### src/rtl/prog_loader.sv
// ============================================================================
// Module   : prog_loader
// Purpose  : Streams a program image into the CPU RAM, verifies its trailing
//            checksum and only then releases the CPU from halt.
// Revision : 1.0
// ============================================================================
`default_nettype none

module prog_loader #(
  parameter int DEPTH  = 16,
  parameter int ADDR_W = 4
) (
  input  logic              clk,
  input  logic              rst_n,
  input  logic              i_load_req,
  input  logic              i_run_req,
  input  logic [7:0]        i_data_in,
  input  logic              i_data_valid,
  output logic              o_data_ready,
  output logic              o_ram_we,
  output logic [ADDR_W-1:0] o_ram_addr,
  output logic [7:0]        o_ram_wdata,
  output logic              o_cpu_halt,
  output logic              o_done,
  output logic              o_error
);

  typedef enum logic [2:0] {
    S_IDLE  = 3'd0,
    S_LOAD  = 3'd1,
    S_CHECK = 3'd2,
    S_RUN   = 3'd3,
    S_ERROR = 3'd4
  } state_t;

  localparam logic [ADDR_W-1:0] C_LAST_IDX = ADDR_W'(DEPTH - 1);

  state_t            r_state;
  state_t            w_state_nxt;
  logic [ADDR_W-1:0] r_index;
  logic [ADDR_W-1:0] w_index_nxt;
  logic [7:0]        r_sum;
  logic [7:0]        w_sum_nxt;
  logic [7:0]        w_chk_total;
  logic              w_accept;
  logic              w_we_nxt;

  logic              r_ram_we;
  logic [ADDR_W-1:0] r_ram_addr;
  logic [7:0]        r_ram_wdata;
  logic              r_cpu_halt;
  logic              r_done;
  logic              r_error;

  assign o_data_ready = (r_state == S_LOAD) || (r_state == S_CHECK);
  assign w_accept     = i_data_valid && o_data_ready;
  assign w_chk_total  = r_sum + i_data_in;

  always_comb begin
    w_state_nxt = r_state;
    w_index_nxt = r_index;
    w_sum_nxt   = r_sum;
    w_we_nxt    = 1'b0;
    // A load request restarts from any state and drops a coincident byte.
    if (i_load_req) begin
      w_state_nxt = S_LOAD;
      w_index_nxt = '0;
      w_sum_nxt   = '0;
    end else begin
      case (r_state)
        S_IDLE: begin
          if (i_run_req) w_state_nxt = S_RUN;
        end
        S_LOAD: begin
          if (w_accept) begin
            w_we_nxt    = 1'b1;
            w_sum_nxt   = w_chk_total;
            w_index_nxt = r_index + 1'b1;
            if (r_index == C_LAST_IDX) w_state_nxt = S_CHECK;
          end
        end
        S_CHECK: begin
          if (w_accept) w_state_nxt = (w_chk_total == 8'd0) ? S_RUN : S_ERROR;
        end
        S_RUN, S_ERROR: ;
        default: w_state_nxt = S_IDLE;
      endcase
    end
  end

  always_ff @(posedge clk or negedge rst_n) begin
    if (!rst_n) begin
      r_state     <= S_IDLE;
      r_index     <= '0;
      r_sum       <= '0;
      r_ram_we    <= 1'b0;
      r_ram_addr  <= '0;
      r_ram_wdata <= '0;
      r_cpu_halt  <= 1'b1;
      r_done      <= 1'b0;
      r_error     <= 1'b0;
    end else begin
      r_state    <= w_state_nxt;
      r_index    <= w_index_nxt;
      r_sum      <= w_sum_nxt;
      r_ram_we   <= w_we_nxt;
      if (w_we_nxt) begin
        r_ram_addr  <= r_index;
        r_ram_wdata <= i_data_in;
      end
      r_cpu_halt <= (w_state_nxt != S_RUN);
      r_done     <= (w_state_nxt == S_RUN);
      r_error    <= (w_state_nxt == S_ERROR);
    end
  end

  assign o_ram_we    = r_ram_we;
  assign o_ram_addr  = r_ram_addr;
  assign o_ram_wdata = r_ram_wdata;
  assign o_cpu_halt  = r_cpu_halt;
  assign o_done      = r_done;
  assign o_error     = r_error;

endmodule

`default_nettype wire

### config.mk
export PLATFORM = sky130hd
export DESIGN_NAME = prog_loader
export DESIGN_NICKNAME = d
export VERILOG_FILES = /design/src/rtl/prog_loader.sv
export SDC_FILE = /design/constraint.sdc
export NUM_CORES = 1
export LEC_CHECK = 0
export CORE_MARGIN = 1.5
export CORE_UTILIZATION = 46
export DETAILED_ROUTE_END_ITERATION = 8
export PLACE_DENSITY = 0.75
export SYNTH_ARGS = -nofsm -noshare
export SYNTH_HDL_FRONTEND = slang
export SYNTH_SLANG_ARGS = --single-unit
### constraint.sdc
create_clock -name clk -period 2.52 [get_ports clk]
set_input_delay 0.504 -clock clk [delete_from_list [all_inputs] [get_ports clk]]
set_output_delay 0.504 -clock clk [all_outputs]
set_load 0.01 [all_outputs]
==> metrics.txt, run 1 <==
status=finished, violations left; failing checks=setup timing; Yosys warnings=0; Worst EP arrival=2.94 ns; Slowest-stage cell, CP=or4b_4; Sink Count=31; fmax=369 MHz; CTS root buf=clkbuf_4; Crit path top cell by count=or3_1; post-synthesis sequential area ratio=0.482; global-route wire length before repair=5790 um; GRT Total Usage=0.192; hold wc startpoint=o_ram_addr[3]$_DFFE_PN0P_; pwr/cell area=548 nW/um2; Reg-to-Reg Start=r_sum[0]$_DFFE_PN0P_; Die X=62.2 um; remaining antenna violation count=0; fin. max-slew vios=0; WL per Instance=13.6 um; P_int=0.858 mW; R2R setup slack=-0.18 ns; Setup TNS=-0.840 ns; Mean Syn Cell Area=10.5 um2; MaxCap Viol Count=0; switch share=0.280; DRC violations left=0; Peak VDD IR=0.363 mV; count leader, synth=dfrtp_1; WP buf/inv=1; Tot Pwr=1.19 mW; pin count of the biggest net entering global routing=32; largest delay contributor family on the critical path=simple AND/OR/NAND/NOR gates; Max clock buf depth=2; core area=3340 um2; IO Pins=30; top cells by count, synth=30 x dfrtp_1, 21 x nand2_1, 16 x nor2_1, 12 x mux2_2, 11 x a21oi_1; DP Wirelength=2450 um; DRT Pass-1 Iters=4; # setup viols final=6; DIE AREA=3870 um2; PortBufs=29; final worst-path setup slack=-0.187 ns; worst slew pin tran=0.427 ns; diode count=0; GPL Wtd Cong=0.922; worst min path class=flop to flop; CP startpoint=i_data_in[0]; TritonCTS clock tree=done; clock skew=0.00183 ns; Rows=21; Psw=0.333 mW; relative slew slack=0.712; Synth Cell Area=1610 um2; Sequential Power Share=0.476; Synth top area share=0.465; crit share post-route=1.07; Skew-Pair Late Insertion Delay=0.33 ns; Async S/R FF share, synth=1.00; Hold Buf Count CTS=0; Initial Util=0.483; share of cells above drive strength 1=0.244; FILL cells=274; vias per cell=5.28; Final Core Density=0.652; Inserted Clock Buffers=5; synth top area cells=dfrtp_1 47%, mux2_2 8.4%, ha_1 6.2%; Crit Path Class=input pin to flop; RSZ-0062 raised after global routing=true; crit path launch type=input pin; CP Max Fanout=6; gr ovfl total=0; Gate power share=0.281; crit path time final=2.71 ns; syn nets=176; die height=62.2 um; clock network fraction of total power=0.243; Post-synth EDFFs=0; H-Tree Depth=2; crit path cell chain=clkdlybuf4s15_1 -> ha_4 -> fa_2 -> xor2_2 -> or3_1 -> or3_1 -> or4b_4 -> a311oi_2; Final Instance Count excl. Fillers=247; Synth area leader=dfrtp_1; Seq cells post-synth=31; Synth Flop Type=dfrtp_1; routed via count=1305; Final Hold Vio Count=0; Total Nets Final=223; post-synthesis cell type count=30; Leak=0.942 nW; vias in the first global route=1247; WL final=3370 um; Clk pin slew, worst setup/hold paths=0.09 ns; Synth Instances=154; initial antenna violation count=0; Max stage delay on crit path=0.57 ns; CP required=2.75 ns; Critical Path Sink Type=flop; Area Overhead vs Synth=34.8%; Iteration-0 DRC Markers=80; Inst Count DP=236
-- layout by cell type (no fill, tap or decap), types with 2 or more instances in the layout --
cell type	synthesis	routed
nor2b_1	2	2
o21ai_0	8	7
mux2_2	12	12
xor2_1	8	7
a211oi_2	2	2
ha_1	8	6
nand2b_1	2	2
a21oi_1	11	11
clkdlybuf4s50_1	0	27
clkbuf_4	0	5
nand2_1	21	21
nand4_1	2	2
or3_1	3	3
o21bai_1	2	2
nor2_1	16	16
buf_4	0	19
nor3_1	2	2
dfrtp_1	30	30
ha_4	0	2
xnor2_1	4	4
-- cells by family (layout without fill, tap and decap cells) --
group / Yosys count / after routing / share of synthesized area
XOR/XNOR: 12 / 12 / 0.0652
multiplexers: 12 / 12 / 0.0838
adder cells (fa/ha/maj): 9 / 9 / 0.0745
AND/OR/NAND/NOR: 52 / 52 / 0.152
flip-flops: 31 / 31 / 0.482
AO/OA/AOI/OAI: 30 / 30 / 0.123
buffers and inverters: 8 / 55 / 0.0194
-- state kept, by name, summed over array words and instances (netlist names), 3 cells and up --
register	cells
o_ram_addr	4
r_sum	8
o_ram_wdata	8
r_state	3
r_index	4
-- repair_timing --
action,in CTS,in global routing
gates resized for setup,6,2
setup endpoints to repair,6,6
pin swaps,10,4
setup buffers,3,1
-- final cells by class --
type | count | area, um2 | area share
clock buffers | 6 | 51.3 | 0.0236
clock inverters | 1 | 5.00 | 0.00230
multi-input cells | 115 | 852 | 0.392
flip-flops and latches | 31 | 777 | 0.357
well taps | 46 | 57.6 | 0.0265
repair buffers | 48 | 432 | 0.199
-- layer usage --
metal	vias up	wire length, um	global-route usage
met4	0	55	0.0694
li1	629	-	-
met2	35	1690	0.304
met3	6	161	0.0616
met1	635	1460	0.249
met5	-	0	0
-- worst paths after layout --
check,end,cells past startpoint
max,r_state[1]$_DFF_PN0_,8
max in group asynchronous,o_cpu_halt$_DFF_PN1_,2
min in group asynchronous,o_ram_wdata[4]$_DFFE_PN0P_,2
min reg2reg,o_ram_addr[3]$_DFFE_PN0P_,1
max reg2reg,r_state[1]$_DFF_PN0_,7
min,o_ram_addr[3]$_DFFE_PN0P_,1
-- stage by stage --
stage | hold WS [ns] | worst slack (ns) | instance area [um2]
after global routing | 0.536 | -0.283 | 2170
after CTS | 0.516 | -0.186 | 2160
after detailed placement | 0.495 | -0.889 | 2060
final | 0.512 | -0.187 | 2170
after global placement | 0.489 | -0.847 | 2060
after floorplan | 0.208 | -0.277 | 1630
-- power by group through the flow --
| stage | clock [mW] | sequential, mW | combinational (mW) |
|---|---|---|---|
| floorplan | 0 | 0.585 | 0.155 |
| global placement | 0 | 0.573 | 0.304 |
| detailed placement | 0 | 0.576 | 0.311 |
| CTS | 0.303 | 0.568 | 0.327 |
| global route | 0.324 | 0.573 | 0.367 |
| finish | 0.289 | 0.567 | 0.335 |
No activity file was read; power rests on OpenSTA's default activity.
==> run 2, diff against run 1 <==
--- a/config.mk
+++ b/config.mk
@@ -8,6 +8,7 @@
 export CORE_MARGIN = 1.5
 export CORE_UTILIZATION = 46
 export DETAILED_ROUTE_END_ITERATION = 8
+export GPL_TIMING_DRIVEN = 0
 export PLACE_DENSITY = 0.75
 export SYNTH_ARGS = -nofsm -noshare
 export SYNTH_HDL_FRONTEND = slang
==> run 2 against run 1 <==
- the run still ends with setup timing left
- design area shrank 4.8%
- via count shrank 1.5%
- worst hold slack lost 0.30 ns
- cell count shrank 3.2%
- setup slack lost 0.073 ns
==> metrics.txt, run 2 (same netlist as run 1, synthesis figures left out) <==
status=finished, violations left; failing checks=setup timing; crit path cell chain=ha_4 -> fa_2 -> a211oi_2 -> nor2_1 -> xor2_1 -> or3_1 -> or4b_4 -> a31o_2; WL final=3390 um (+0.42%); Max clock buf depth=2 (unchanged); GPL Wtd Cong=0.894 (-3.0%); Tot Pwr=1.16 mW (-3.0%); vias per cell=5.38 (+1.8%); P_int=0.828 mW (-3.4%); MaxCap Viol Count=0 (unchanged); largest delay contributor family on the critical path=simple AND/OR/NAND/NOR gates; switch share=0.283 (+0.00297); crit share post-route=1.10 (+0.0288); most common cell after layout, fill and taps aside=dfrtp_1; Rows=21 (unchanged); gr ovfl total=0 (unchanged); Sequential Power Share=0.491 (+0.015); crit path time final=2.78 ns (+0.0726 ns); PortBufs=28 (-3.4%); diode count=0 (unchanged); Worst EP arrival=3.00 ns (+0.06 ns); DP Wirelength=2450 um (about the same); clock network fraction of total power=0.251 (+0.008); core area=3340 um2 (unchanged); WL per Instance=14.2 um (+3.8%); final worst-path setup slack=-0.259 ns (-0.0726 ns); IO Pins=30 (unchanged); clock skew=0.00874 ns (+0.00690 ns); routed via count=1285 (-1.5%); DRC violations left=0 (unchanged); Initial Util=0.483 (unchanged); vias in the first global route=1362 (+9.2%); worst min path class=input pin to asynchronous set/reset pin; Skew-Pair Late Insertion Delay=0.33 ns (about the same); relative slew slack=0.540 (-0.172); TritonCTS clock tree=done; Iteration-0 DRC Markers=62 (-23%); commonest non-fill, non-tap cells in the layout=30 x dfrtp_1, 25 x clkdlybuf4s50_1, 21 x nand2_1, 16 x nor2_1, 12 x mux2_2; initial antenna violation count=0 (unchanged); Final Hold Vio Count=0 (unchanged); Leak=0.876 nW (-7.0%); Psw=0.327 mW (-2.0%); CP Max Fanout=6 (unchanged); worst slew pin tran=0.691 ns (+0.264 ns); WP buf/inv=0 (-1); R2R setup slack=-0.26 ns (-0.08 ns); Hold Buf Count CTS=0 (unchanged); Reg-to-Reg Start=r_sum[0]$_DFFE_PN0P_; R2R cell count=8 (+1); DIE AREA=3870 um2 (unchanged); crit path launch type=flop; Final Instance Count excl. Fillers=239 (-3.2%); remaining antenna violation count=0 (unchanged); Setup TNS=-1.28 ns (-0.443 ns); Max stage delay on crit path=0.57 ns (about the same); Inst Count DP=228 (-3.4%); pin count of the biggest net entering global routing=32 (unchanged); die height=62.2 um (unchanged); Crit Path Class=flop to flop; Gate power share=0.259 (-0.022); Clk pin slew, worst setup/hold paths=0.09 ns (about the same); share of cells above drive strength 1=0.192 (-0.0521); Slowest-stage cell, CP=or4b_4; Total Nets Final=215 (-3.6%); GRT Total Usage=0.191 (-0.000689); CP required=2.74 ns (about the same); Final Core Density=0.620 (-0.0315); Sink Count=31 (unchanged); Inserted Clock Buffers=5 (unchanged); Die X=62.2 um (unchanged); fin. max-slew vios=0 (unchanged); Critical Path Sink Type=flop; Peak VDD IR=0.378 mV (+4.1%); global-route wire length before repair=5810 um (+0.35%); Area Overhead vs Synth=28.3%; WHS=0.213 ns (-0.299 ns); CTS root buf=clkbuf_4; H-Tree Depth=2 (unchanged); RSZ-0062 raised after global routing=true; pwr/cell area=558 nW/um2 (+1.9%); worst r2r dst=o_error$_DFF_PN0_; # setup viols final=6 (unchanged); DRT Pass-1 Iters=4 (unchanged); fmax=360 MHz (-2.6%)
## run 2: worst max path at each step
| stage | start | endpoint | cells past startpoint |
|---|---|---|---|
| floorplan | i_data_in[0] | o_error$_DFF_PN0_ | 9 |
| global placement | i_data_in[0] | o_error$_DFF_PN0_ | 10 |
| detailed placement | i_data_in[0] | r_state[1]$_DFF_PN0_ | 10 |
| CTS | r_sum[0]$_DFFE_PN0P_ | r_state[1]$_DFF_PN0_ | 8 |
| global route | r_sum[0]$_DFFE_PN0P_ | r_state[1]$_DFF_PN0_ | 8 |
| finish | r_sum[0]$_DFFE_PN0P_ | o_error$_DFF_PN0_ | 8 |
## run 2: timing repair
item	in CTS	in global routing
pin swaps	7	7
endpoints found under the setup margin	6	15
setup buffers	3	2
resized for setup	4	5
## run 2: metrics by stage
step / area [um2] / setup slack (ns)
5_1_grt: 2070 / -0.337
2_1_floorplan: 1630 / -0.277
3_5_place_dp: 1970 / -0.940
4_1_cts: 2060 / -0.304
6_report: 2070 / -0.259
3_3_place_gp: 1970 / -0.915
## run 2: final cells by class
| class | count | area [um2] |
|---|---|---|
| Clock inverter | 1 | 5.00 |
| Clock buffer | 6 | 51.3 |
| Sequential cell | 31 | 777 |
| Timing Repair Buffer | 33 | 312 |
| Fill cell | 304 | 1270 |
| Multi-Input combinational cell | 115 | 840 |
| Buffer | 7 | 27.5 |
| Tap cell | 46 | 57.6 |
## run 2: power groups by stage
stage / registers [mW] / clock network [mW] / logic, mW
floorplan: 0.585 / 0 / 0.155
global route: 0.572 / 0.327 / 0.331
global placement: 0.573 / 0 / 0.274
CTS: 0.567 / 0.301 / 0.298
detailed placement: 0.576 / 0 / 0.284
finish: 0.567 / 0.290 / 0.299
## run 2: layer usage
| layer | GRT usage | part of all wire | vias up | wire (um) |
|---|---|---|---|---|
| met5 | 0 | 0 | - | 0 |
| met4 | 0.0944 | 0.017 | 0 | 56 |
| met3 | 0.0453 | 0.040 | 6 | 134 |
| met2 | 0.349 | 0.54 | 30 | 1810 |
| met1 | 0.207 | 0.41 | 638 | 1380 |
| li1 | - | - | 611 | - |
